<file path="config.mk">
export PLATFORM = sky130hd
export DESIGN_NAME = spi_frame_receiver
export DESIGN_NICKNAME = d
export VERILOG_FILES = /design/src/rtl/spi_frame_receiver.sv
export SDC_FILE = /design/constraint.sdc
export NUM_CORES = 1
export LEC_CHECK = 0
export ABC_AREA = 1
export CAP_MARGIN = 20
export CORE_ASPECT_RATIO = 1.4
export CORE_MARGIN = 3
export CORE_UTILIZATION = 59
export DETAILED_ROUTE_END_ITERATION = 8
export PLACE_DENSITY = 0.81
export SLEW_MARGIN = 10
export SYNTH_ARGS = -nofsm -noshare
export SYNTH_HDL_FRONTEND = slang
export SYNTH_SLANG_ARGS = --single-unit
</file>
<file path="constraint.sdc">
create_clock -name clk -period 4.2 [get_ports clk]
set_input_delay 0.63 -clock clk [delete_from_list [all_inputs] [get_ports clk]]
set_output_delay 0.63 -clock clk [all_outputs]
set_load 0.01 [all_outputs]
</file>
<file path="src/rtl/spi_frame_receiver.sv">
// SPI frame receiver: synchronises raw SPI pins into clk, detects SCLK/nCS
// edges, shifts in MSB-first frames and emits one-cycle valid/err pulses
// carrying the decoded R/W, address and data fields.
module spi_frame_receiver #(
    parameter int SYNC_STAGES = 2,
    parameter int FRAME_BITS  = 16,
    parameter int MAX_ADDR    = 4
) (
    input  logic       clk,
    input  logic       rst,
    input  logic       sclk_in,
    input  logic       copi_in,
    input  logic       ncs_in,
    output logic       frame_valid,
    output logic       frame_write,
    output logic [6:0] frame_addr,
    output logic [7:0] frame_data,
    output logic       frame_err,
    output logic       busy
);

    localparam int CNT_W   = $clog2(FRAME_BITS + 1);
    localparam int FLUSH_W = $clog2(SYNC_STAGES + 2);

    typedef enum logic [1:0] {IDLE, SHIFT, FULL} state_t;

    logic [SYNC_STAGES-1:0] sclk_sync, copi_sync, ncs_sync;
    logic                   sclk_d, ncs_d;
    logic [FLUSH_W-1:0]     flush;
    logic                   sclk_s, copi_s, ncs_s;
    logic                   edge_en, sclk_rise, ncs_fall, ncs_rise;

    state_t                 state;
    logic [CNT_W-1:0]       bit_cnt;
    logic [FRAME_BITS-1:0]  shreg;
    logic                   overrun;

    assign sclk_s = sclk_sync[SYNC_STAGES-1];
    assign copi_s = copi_sync[SYNC_STAGES-1];
    assign ncs_s  = ncs_sync[SYNC_STAGES-1];

    // Edges are suppressed until the chains have flushed after reset, so a
    // pin that is already low at release never looks like a fresh nCS fall.
    assign edge_en   = (flush == '0);
    assign sclk_rise = edge_en & sclk_s & ~sclk_d;
    assign ncs_fall  = edge_en & ~ncs_s & ncs_d;
    assign ncs_rise  = edge_en & ncs_s & ~ncs_d;

    assign busy = (state != IDLE);

    // Synchroniser chains, edge-history flops and post-reset flush counter
    always_ff @(posedge clk) begin
        if (rst) begin
            sclk_sync <= '0;
            copi_sync <= '0;
            ncs_sync  <= '1;
            sclk_d    <= 1'b0;
            ncs_d     <= 1'b1;
            flush     <= FLUSH_W'(SYNC_STAGES + 1);
        end else begin
            sclk_sync <= {sclk_sync[SYNC_STAGES-2:0], sclk_in};
            copi_sync <= {copi_sync[SYNC_STAGES-2:0], copi_in};
            ncs_sync  <= {ncs_sync[SYNC_STAGES-2:0], ncs_in};
            sclk_d    <= sclk_s;
            ncs_d     <= ncs_s;
            if (flush != '0)
                flush <= flush - 1'b1;
        end
    end

    // Frame FSM: shifting, overrun tracking and registered decode outputs
    always_ff @(posedge clk) begin
        if (rst) begin
            state       <= IDLE;
            bit_cnt     <= '0;
            shreg       <= '0;
            overrun     <= 1'b0;
            frame_valid <= 1'b0;
            frame_err   <= 1'b0;
            frame_write <= 1'b0;
            frame_addr  <= '0;
            frame_data  <= '0;
        end else begin
            frame_valid <= 1'b0;
            frame_err   <= 1'b0;
            unique case (state)
                IDLE: begin
                    // A coincident sclk_rise is deliberately dropped here
                    if (ncs_fall) begin
                        state   <= SHIFT;
                        bit_cnt <= '0;
                        overrun <= 1'b0;
                    end
                end
                SHIFT: begin
                    // nCS rising before all bits arrived wins over any sclk edge
                    if (ncs_rise) begin
                        state     <= IDLE;
                        frame_err <= 1'b1;
                    end else if (sclk_rise) begin
                        shreg   <= {shreg[FRAME_BITS-2:0], copi_s};
                        bit_cnt <= bit_cnt + 1'b1;
                        if (bit_cnt + 1'b1 == CNT_W'(FRAME_BITS))
                            state <= FULL;
                    end
                end
                FULL: begin
                    if (ncs_rise) begin
                        state <= IDLE;
                        if (overrun || (shreg[FRAME_BITS-2:8] > 7'(MAX_ADDR))) begin
                            frame_err <= 1'b1;
                        end else begin
                            frame_valid <= 1'b1;
                            frame_write <= shreg[FRAME_BITS-1];
                            frame_addr  <= shreg[FRAME_BITS-2:8];
                            frame_data  <= shreg[7:0];
                        end
                    end else if (sclk_rise) begin
                        overrun <= 1'b1;
                    end
                end
                default: state <= IDLE;
            endcase
        end
    end

endmodule
</file>
### Word level (Yosys, flattened, before mapping)

Index checks and enable logic that the tools add are counted.

* output and inout bits: 19
* bits of input ports: 5
* logic and storage cells: 73
* bits in registers: 52

* reduce and logical (&&, ||, !) cells: 13
* muxes and demuxes: 19
* order comparisons: 1
* equality and inequality tests: 11
* add/subtract/negate cells: 2
* bitwise gates (word level): 12

Operators with widths (number)
* 5-bit 2-to-1 mux: 3
* 2-bit inequality test, second input constant: 6
* 4-bit AND reduction: 3
* 2-bit 2-to-1 mux: 5
* 5-bit one-hot mux with 2 select lines: 1
* 2-bit nonzero test: 4
* 7-bit by 3-bit greater-than comparator with 1-bit output, second input constant: 1
* 1-bit 2-to-1 mux: 7
* 1-bit bitwise AND: 6
* 3-bit inequality test, second input constant: 2
* 1-bit inverter: 6
* 2-bit one-hot mux with 3 select lines: 1
* 3-bit AND reduction: 2
* 5-bit by 1-bit adder with 5-bit output, second input constant: 1
* 5-bit equality test, second input constant: 1
* 2-bit zero test: 2
* 1-bit one-hot mux with 2 select lines: 2
* 3-bit OR reduction: 1
* 2-bit by 1-bit equality test with 1-bit output, second input constant: 1
* 2-bit equality test, second input constant: 1
* 2-bit by 1-bit subtractor with 2-bit output, second input constant: 1
* 1-bit logical OR: 1

### Logic depth before layout (Yosys ltp)

Gate-level depths: netlist of the first run.

* word-level depth: 6
* mapped depth: 12
* gate-level depth less buffers: 12

### Worst setup path before layout of the first run

OpenSTA, ideal clock, no wires.

* path kind: flip-flop to flip-flop
* from: reg flush[0]
* to: reg shreg[12]
* required time: 4.081 ns
* cell stages (with the launch flop): 12
* path slack: 2.721 ns
* period minus slack after synthesis: 1.479 ns
* arrival: 1.360 ns
* setup time: 0.119 ns
* path buffers: 1
* cell sequence: dfxtp_1 inv_1 ha_1 inv_2 nor2_2 nand2_2 inv_4 nor2_4 nand2_1 buf_4 o21ai_0 a21oi_1

* word-level cells in the longest chain between the ends: 5
* elaborated cells on any way between the ends: 7
* those cells by class: 5 x bitwise; 2 x reduce/logical

Ends and longest elaborated chain
* start: declaration: RTL line 29 `logic [FLUSH_W-1:0] flush;`
* start signal: assignment: RTL line 59 `flush <= FLUSH_W'(SYNC_STAGES + 1);`
* start signal: assignment: RTL line 67 `flush <= flush - 1'b1;`
* 2-bit zero test (*): RTL line 44 `assign edge_en = (flush == '0);`
* 1-bit bitwise AND (2 in series): RTL line 47 `assign ncs_rise = edge_en & ncs_s & ~ncs_d;`
* 1-bit inverter (no source line)
* 3-bit AND reduction (no source line) (*)
* end signal: assignment: RTL line 101 `shreg <= {shreg[FRAME_BITS-2:0], copi_s};`
* end: declaration: RTL line 35 `logic [FRAME_BITS-1:0] shreg;`

Mark *: on every way between the ends. The rest lies on a longest branch, timed or not.
A chain may end at the register's enable or synchronous reset.

==> reports/metrics.yaml, run 1 <==
place:
  io_buffers: 23
  place_ws_ns: 1.445
  place_congestion: 0.8488
  dp.cells: 340
  dp_hpwl_um: 2435
final_layout:
  area_growth_pct: 14.49
  seqCellArea_sq_um: 1041
  instances_no_fill: 348
  drive_above_1_share: 0.07143
  antenna_cells: 0
  finalNetCount: 317
  multi_input_area_sq_um: 862.1
  fillers: 276
global_route:
  antenna_found_initial: 0
  grt_pass1_vias: 1602
  grt_pass1_wl_um: 6817
  grt_overflow: 0
  grtUsageTotal: 0.1898
  grt_max_degree: 30
floorplan:
  io_pins: 24
  die_y_um: 77
  initial_utilization: 0.6231
  coreArea_sq_um: 3410
  die_x_um: 56.72
  die-area_sq_um: 4367
  rows: 25
worst_hold_path:
  hp-class: "register to register"
timing:
  fin_crit_sh: 0.5778
  max_freq_mhz: 412.1
  final.setup_skew_ns: 0.006608
  slew_viol_final: 0
  setup_viol: 0
  setup_tns_ns: 0
  fin_ws_ns: 1.773
  slew-limit-headroom: 0.4386
  worst_slew_pin_slew_ns: 0.8412
  hold_violations: 0
  rsz0062_at_grt: "no"
  finalCriticalPeriod_ns: 2.427
routing:
  via_per_inst: 5.011
  drt_pass1_iterations: 4
  wire_per_inst_um: 10.45
  wl_um: 3636
  ant_nets: 0
  vias: 1744
  first_iter_violations: 83
  drc: 0
synthesis:
  syn_area_sq_um: 2125
  synth_compound_area_frac: 0.08716
  synth_cell_type_count: 22
  synthTopCellsByArea: "dfxtp_1, nand2_1, nor2_1, inv_1, a21oi_1"
  synth-seq-cells: 52
  ys_seq_area_frac: 0.4900
  syn_inst: 289
  async_reset_ff_frac: 0
  synth_top_family_by_area: "simple AND/OR/NAND/NOR gates"
  syn_nets: 299
  avgSynthCellArea_sq_um: 7.351
  synth_top_cell_area_share: 0.4900
  yosys.area_share.simple: 0.2892
  synth-adder-area-share: 0.02945
  yosys_warnings: 0
  synth.most_common_cell: "nand2_1"
  synth_area_leader_cell: "dfxtp_1"
  synth_flop_cell: "dfxtp_1"
  synth_xor_area_frac: 0
  synth_commonest_cells: "nand2_1, dfxtp_1, nor2_1"
  synth_mux_area_frac: 0
  synth-edff-count: 0
worst_setup_path:
  worstPathMaxFanout: 29
  start_kind: "primary input"
  critPathRequiredTime_ns: 4.43
  crit_arrival_ns: 2.66
  cp-end-kind: "register"
  ff2ff_setup_slack_ns: 2.05
  crit_type: "primary input to register"
power_and_ir_drop:
  power.share.switching: 0.3366
  ir_worst_vdd_mv: 0.3455
  p_seq_frac: 0.485
  p_int_mw: 0.7804
  power.switching_mw: 0.3959
  p_leak_nw: 1.117
  pwr-share-clk: 0.253
  power_mw: 1.176
  powerDensity_nw_per_um2: 483.6
  combPwrFrac: 0.262
clocking:
  cts_setup_buffers: 0
  cts_buffers: 5
  cts_buffer_depth: 2
  clock-root-buffer: "clkbuf_8"
  cts_tree: "done"
  cts.sinks: 52
  holdBufCountCts: 0
  path_clk_slew_ns: 0.09
  clk_latency_ns: 0.30
  cts-htree-levels: 2
  cts.repair.resized: 0
status:
  status: "complete, no violations"
job:
  max-cap-violations: 0
==> layout by cell type (no fill, tap or decap), types with 2 or more instances in the layout <==
| master | netlist | routed |
|---|---|---|
| clkbuf_8 | 0 | 6 |
| nor2_1 | 45 | 45 |
| ha_1 | 5 | 5 |
| o21ai_0 | 13 | 13 |
| a21oi_1 | 23 | 23 |
| nand4_1 | 2 | 2 |
| dfxtp_1 | 52 | 52 |
| nand2_1 | 59 | 59 |
| nand3_1 | 22 | 22 |
| clkdlybuf4s50_1 | 0 | 23 |
| or2_2 | 2 | 2 |
| nor2_2 | 7 | 7 |
| inv_1 | 38 | 38 |
| nor3_1 | 3 | 3 |
==> power groups by stage <==
stage | logic [mW] | registers, mW | clock network (mW)
detailed placement | 0.308 | 0.582 | 0
CTS | 0.311 | 0.570 | 0.301
finish | 0.309 | 0.570 | 0.298
global route | 0.360 | 0.580 | 0.325
global placement | 0.304 | 0.580 | 0
floorplan | 0.242 | 0.574 | 0
==> flip-flops by register name (all words and copies together), names as in the netlist, 2 cells and up <==
name / flops
frame_data: 8
frame_addr: 7
copi_sync: 2
sclk_sync: 2
bit_cnt: 5
ncs_sync: 2
flush: 2
shreg: 16
state: 2
==> final cells by class <==
cell class	instances	share of cell area
repair buffers	23	0.09465
clock buffers	6	0.03395
clock inverters	2	0.005658
flip-flops and latches	52	0.4280
inverters	40	0.06276
multi-input cells	185	0.3544
well taps	40	0.02058
==> per-stage QoR <==
stage / hold WS [ns] / util / area (sq um)
global placement: 0.3917 / 0.6851 / 2336
finish: 0.4053 / 0.7134 / 2432
global route: 0.4292 / 0.7134 / 2432
detailed placement: 0.3934 / 0.6851 / 2336
floorplan: 0.3883 / - / 2125
CTS: 0.4063 / 0.7134 / 2432
==> critical path: stages <==
cell and delay, ns:
clkdlybuf4s50_1 0.81, inv_1 0.84, o21ai_0 0.22, a21oi_1 0.15
==> layer usage <==
| metal | vias up | track usage | routed length [um] |
|---|---|---|---|
| li1 | 928 | - | - |
| met1 | 776 | 0.2314 | 1707 |
| met2 | 32 | 0.3229 | 1736 |
| met3 | 8 | 0.04714 | 142 |
| met4 | 0 | 0.05938 | 50 |
| met5 | - | 0 | 0 |
==> final timing paths <==
path | from | end | cells after the start
hold reg to reg | sclk_sync[0] | sclk_sync[1] | 2
setup / recovery | rst | state[1] | 4
setup reg to reg | flush[0] | shreg[13] | 10
hold / removal | sclk_sync[0] | sclk_sync[1] | 2
==> cell families after synthesis <==
kind of cell               Yosys count
buffers and inverters               52
AOI/OAI and AO/OA                   37
adders and majority gates            5
DFF                                 52
and+or+nand+nor                    143
No activity file was read; power rests on OpenSTA's default activity.
==> run 2: changes to the inputs <==
CORE_UTILIZATION = 49   (was 59)
PLACE_DENSITY = 0.72   (was 0.81)
clock period = 2 ns   (was 4.2 ns; I/O delays follow)
==> run 2 against run 1 <==
- non-clock buffer count increased by 7
- clock skew increased by 0.0018 ns
- via count increased by 0.69%
- clock power increased by 110%
- clock-buffer cell count unchanged
- final cell count increased by 2.9%
- global-route usage decreased by 2.4 points
- worst setup slack got worse by 1.7 ns
- sequential share of layout area decreased by 0.97 points
==> reports/metrics.yaml, run 2 (synthesis results as in run 1) <==
worst_hold_path:
  min_path_cells: 2
  hp-class: "register to register"
  hp-start: "sclk_sync[0]"
  min_to: "sclk_sync[1]"
timing:
  setup_tns_ns: 0
  final.setup_skew_ns: 0.008394
  finalCriticalPeriod_ns: 1.920
  max_freq_mhz: 520.9
  rsz0062_at_grt: "no"
  worst_slew_pin_slew_ns: 0.3728
  hold_violations: 0
  slew_viol_final: 0
  slew-limit-headroom: 0.7488
  holdWs_ns: 0.4074
  setup_viol: 0
  fin_crit_sh: 0.9598
routing:
  ant_nets: 0
  drc: 0
  wire_per_inst_um: 10.60
  wl_um: 3795
  drt_pass1_iterations: 4
  via_per_inst: 4.905
  vias: 1756
  first_iter_violations: 84
clocking:
  clk_latency_ns: 0.30
  cts_buffers: 5
  cts_tree: "done"
  cts.repair.resized: 0
  holdBufCountCts: 0
  path_clk_slew_ns: 0.09
  cts.sinks: 52
  cts_setup_buffers: 0
  cts-htree-levels: 2
  clock-root-buffer: "clkbuf_8"
  cts_buffer_depth: 2
worst_setup_path:
  critPathRequiredTime_ns: 1.70
  crit_arrival_ns: 1.62
  ff2ff_setup_slack_ns: 0.37
  start_kind: "register"
  timing.critical_path.buf_inv: 3
  worstPathMaxFanout: 4
  cpPeakStageDelay_ns: 0.55
  worstReg2RegStart: "flush[0]"
  cp-end-kind: "output pin"
  path_delay_family: "buffers and inverters"
  critPathSlowestCell: "clkdlybuf4s50_1"
  r2r_cells: 11
  rr_endpoint: "shreg[11]"
  cp_common_cell: "inv_1"
  crit_type: "register to output pin"
  crit_chain: "inv_1 -> ha_1 -> inv_1 -> clkdlybuf4s50_1"
place:
  place_congestion: 0.8178
  io_buffers: 23
  dp_hpwl_um: 2571
final_layout:
  most-common-layout-cells: "nand2_1, dfxtp_1, nor2_1"
  area_growth_pct: 17.14
  largest-register: "shreg"
  fillers: 369
  drive_above_1_share: 0.09206
  finalNetCount: 324
  largest_register_ffs: 16
  antenna_cells: 0
  final_common_cell: "nand2_1"
  utilization: 0.6139
  reg.largest.list: "shreg (16), frame_data (8), frame_addr (7)"
global_route:
  antenna_found_initial: 0
  grtUsageTotal: 0.1661
  grt_pass1_wl_um: 6817
  grt_max_degree: 30
  grt_overflow: 0
  grt_pass1_vias: 1602
floorplan:
  die_y_um: 83.91
  rows: 27
  die_x_um: 61.65
  coreArea_sq_um: 4054
  die-area_sq_um: 5173
  io_pins: 24
  initial_utilization: 0.5241
power_and_ir_drop:
  powerDensity_nw_per_um2: 1004
  ir_worst_vdd_mv: 0.5460
  p_leak_nw: 1.150
job:
  max-cap-violations: 0
status:
  status: "complete, no violations"
run 2: changes by cell type in the layout (fill, tap and decap cells not counted):
cell   change
buf_4      +7
run 2: metrics by stage:
stage          instances  power, mW  setup slack, ns  area [sq um]
6_report             358      2.498          0.08032          2489
5_1_grt              358      2.688         0.008709          2489
4_1_cts              358      2.518          0.06723          2489
3_5_place_dp         350      1.892           0.3557          2392
3_3_place_gp         350      1.879           0.4091          2392
2_1_floorplan        289      1.714           0.5209          2125
run 2: how the worst max path moves through the flow:
stage / startpoint / end / cells after the start
floorplan: flush[0] / shreg[12] / 11
global placement: state[0] / busy / 4
detailed placement: flush[0] / shreg[11] / 11
CTS: state[0] / busy / 4
global route: state[0] / busy / 4
finish: state[0] / busy / 4
run 2: layout make-up:
cell class | count | area, sq um | area share
Clock buffer | 6 | 82.58 | 0.03318
Multi-Input combinational cell | 185 | 862.1 | 0.3464
Inverter | 40 | 152.6 | 0.06134
Tap cell | 43 | 53.80 | 0.02162
Clock inverter | 2 | 13.76 | 0.005530
Sequential cell | 52 | 1041 | 0.4183
Timing Repair Buffer | 30 | 282.8 | 0.1136
run 2: routing by layer:
metal,vias to the layer above,part of all wire,global-route usage
met5,-,0,0
met4,0,0.011,0.04633
met3,4,0.032,0.04954
met2,22,0.46,0.2536
met1,788,0.50,0.2235
li1,942,-,-
run 2: worst min-delay path: cells and delay by family (launching register included):
kind,cells,cell delay (ns)
DFF,1,0.31
and+or+nand+nor,1,0.03
buffers and inverters,1,0.04
run 2: report_power, final:
part / switching, mW / total, mW / internal, mW / leakage, nW
sequential: 0.0789 / 1.20 / 1.12 / 0.422
clock: 0.344 / 0.627 / 0.284 / 0.0516
combinational: 0.422 / 0.670 / 0.248 / 0.677
==> run 3: changes to the inputs <==
ABC_AREA = 0   (was 1)
CAP_MARGIN = 0   (was 20)
==> run 3 against run 2 <==
- synthesized cell count down 24%
- die area down 4.0%
- via count down 13%
- combinational power down 63%
- power down 23%
- global-route usage up 0.19 points
- area after synthesis down 4.4%
- final cell count down 19%
- fmax up 8.0%
- largest power group unchanged
==> reports/metrics.yaml, run 3 <==
status:
  status: "complete, no violations"
routing:
  wl_um: 3534
  ant_nets: 0
  drc: 0
  first_iter_violations: 56
  drt_pass1_iterations: 4
  wire_per_inst_um: 12.23
  vias: 1523
  via_per_inst: 5.270
timing:
  max_freq_mhz: 562.6
  fin_crit_sh: 0.8887
  final.setup_skew_ns: 0.007928
  hold_violations: 0
  slew-limit-headroom: 0.7828
  setup_viol: 0
  rsz0062_at_grt: "no"
  setup_tns_ns: 0
  slew_viol_final: 0
  worst_slew_pin_slew_ns: 0.3258
  finalCriticalPeriod_ns: 1.777
synthesis:
  synth-seq-cells: 52
  ys_seq_area_frac: 0.5123
  synth_flop_cell: "dfxtp_1"
  syn_inst: 220
  synth-edff-count: 0
  synthTopCellsByArea: "dfxtp_1, mux2i_1, nand2_1, a21oi_1, nor2_1"
  avgSynthCellArea_sq_um: 9.236
  synth_commonest_cells: "dfxtp_1, nand2_1, a21oi_1, nor2_1, mux2i_1"
  yosys_warnings: 0
  synth_top_cell_area_share: 0.5123
  async_reset_ff_frac: 0
  syn_area_sq_um: 2032
  synth.most_common_cell: "dfxtp_1"
  synth_cell_type_count: 35
  syn_nets: 230
  synth_area_leader_cell: "dfxtp_1"
place:
  placed_cell_area_sq_um: 2313
  dp_hpwl_um: 2406
  place_congestion: 0.8273
  io_buffers: 23
power_and_ir_drop:
  power.switching_mw: 0.4690
  p_seq_frac: 0.557
  powerDensity_nw_per_um2: 797.8
  p_int_mw: 1.452
  p_leak_nw: 0.8548
  combPwrFrac: 0.129
  power.share.switching: 0.2441
  pwr-share-clk: 0.314
  ir_worst_vdd_mv: 0.6109
clocking:
  cts.repair.resized: 1
  cts-htree-levels: 2
  cts_buffers: 5
  cts.sinks: 52
  path_clk_slew_ns: 0.09
  holdBufCountCts: 0
  cts_buffer_depth: 2
  clk_latency_ns: 0.30
  cts_setup_buffers: 0
  cts_tree: "done"
  clock-root-buffer: "clkbuf_8"
worst_hold_path:
  hp-start: "ncs_sync[0]"
  min_path_cells: 1
  hp-class: "register to register"
  min_to: "ncs_sync[1]"
final_layout:
  largest-register: "shreg"
  reg.largest.list: "shreg (16), frame_data (8), frame_addr (7)"
  drive_above_1_share: 0.08537
  antenna_cells: 0
  final_common_cell: "dfxtp_1"
  most-common-layout-cells: "dfxtp_1, nand2_1, clkdlybuf4s50_1"
  finalNetCount: 255
  largest_register_ffs: 16
  area_growth_pct: 18.53
  stdcell_area_sq_um: 2409
  fillers: 351
global_route:
  grt_max_degree: 51
  grt_pass1_vias: 1487
  grt_pass1_wl_um: 6417
  antenna_found_initial: 0
  grtUsageTotal: 0.1680
  grt_overflow: 0
floorplan:
  rows: 27
  die_y_um: 82.20
  io_pins: 24
  die-area_sq_um: 4967
  coreArea_sq_um: 3953
  initial_utilization: 0.5141
  die_x_um: 60.43
worst_setup_path:
  worstPathMaxFanout: 8
  crit_type: "register to register"
  ff2ff_setup_slack_ns: 0.22
  start_kind: "register"
  cp-end-kind: "register"
  crit_arrival_ns: 1.97
  r2r_cells: 7
  critPathRequiredTime_ns: 2.19
  rr_endpoint: "frame_addr[1]"
  worstReg2RegStart: "flush[0]"
job:
  max-cap-violations: 0
-- run 3: area by class of cell --
class / instances / area (sq um) / share of cell area
flip-flops and latches: 52 / 1041 / 0.4322
inverters: 6 / 22.52 / 0.009351
repair buffers: 29 / 290.3 / 0.1205
well taps: 43 / 53.80 / 0.02234
clock buffers: 8 / 90.09 / 0.03740
multi-input cells: 151 / 910.9 / 0.3782
-- run 3: routing by layer --
layer / routed length, um / part of all wire / GRT usage
met5: 0 / 0 / 0
met4: 73 / 0.021 / 0.07158
met3: 141 / 0.040 / 0.03733
met2: 1777 / 0.50 / 0.2846
met1: 1542 / 0.44 / 0.2019
-- run 3: power groups by stage --
stage | Clock [mW] | Combinational (mW) | Sequential [mW]
final | 0.603 | 0.248 | 1.07
after global placement | 0 | 0.243 | 1.09
after global routing | 0.655 | 0.285 | 1.07
after floorplan | 0 | 0.174 | 1.09
after detailed placement | 0 | 0.248 | 1.10
after CTS | 0.627 | 0.252 | 1.07
-- run 3: how the worst max path moves through the flow --
| stage | cells after the start | end | from |
|---|---|---|---|
| 5_1_grt | 7 | frame_data[6] | flush[0] |
| 3_5_place_dp | 7 | frame_data[5] | flush[0] |
| 2_1_floorplan | 7 | bit_cnt[1] | flush[0] |
| 3_3_place_gp | 7 | frame_data[6] | flush[0] |
| 4_1_cts | 4 | busy | state[0] |
| 6_report | 7 | frame_addr[1] | flush[0] |
-- run 3: logic make-up after synthesis --
logic type,Yosys count,share of synthesized area
xor+xnor,1,0.004311
flops,52,0.5123
simple gates,96,0.2371
compound gates,34,0.1010
fa+ha+maj,5,0.03079
mux,15,0.07389
buf+inv,17,0.04064
-- run 3: critical path, stage by stage, from the launching register on --
cell and delay, ns:
dfxtp_1 0.33, inv_1 0.05, ha_1 0.27, nand3b_1 0.23, nor3_4 0.29, buf_4 0.24, mux2i_1 0.20, nor2_1 0.05
-- run 3: per-stage QoR --
step / total power [mW] / instances / hold slack, ns / worst slack (ns) / util
final: 1.921 / 289 / 0.4158 / 0.2226 / 0.6094
after global placement: 1.336 / 281 / 0.3930 / 0.2602 / 0.5853
after detailed placement: 1.344 / 281 / 0.3974 / 0.2131 / 0.5853
after floorplan: 1.266 / 220 / 0.3895 / 0.3669 / -
after global routing: 2.013 / 289 / 0.4240 / 0.04369 / 0.6094
after CTS: 1.951 / 289 / 0.4196 / 0.04531 / 0.6087
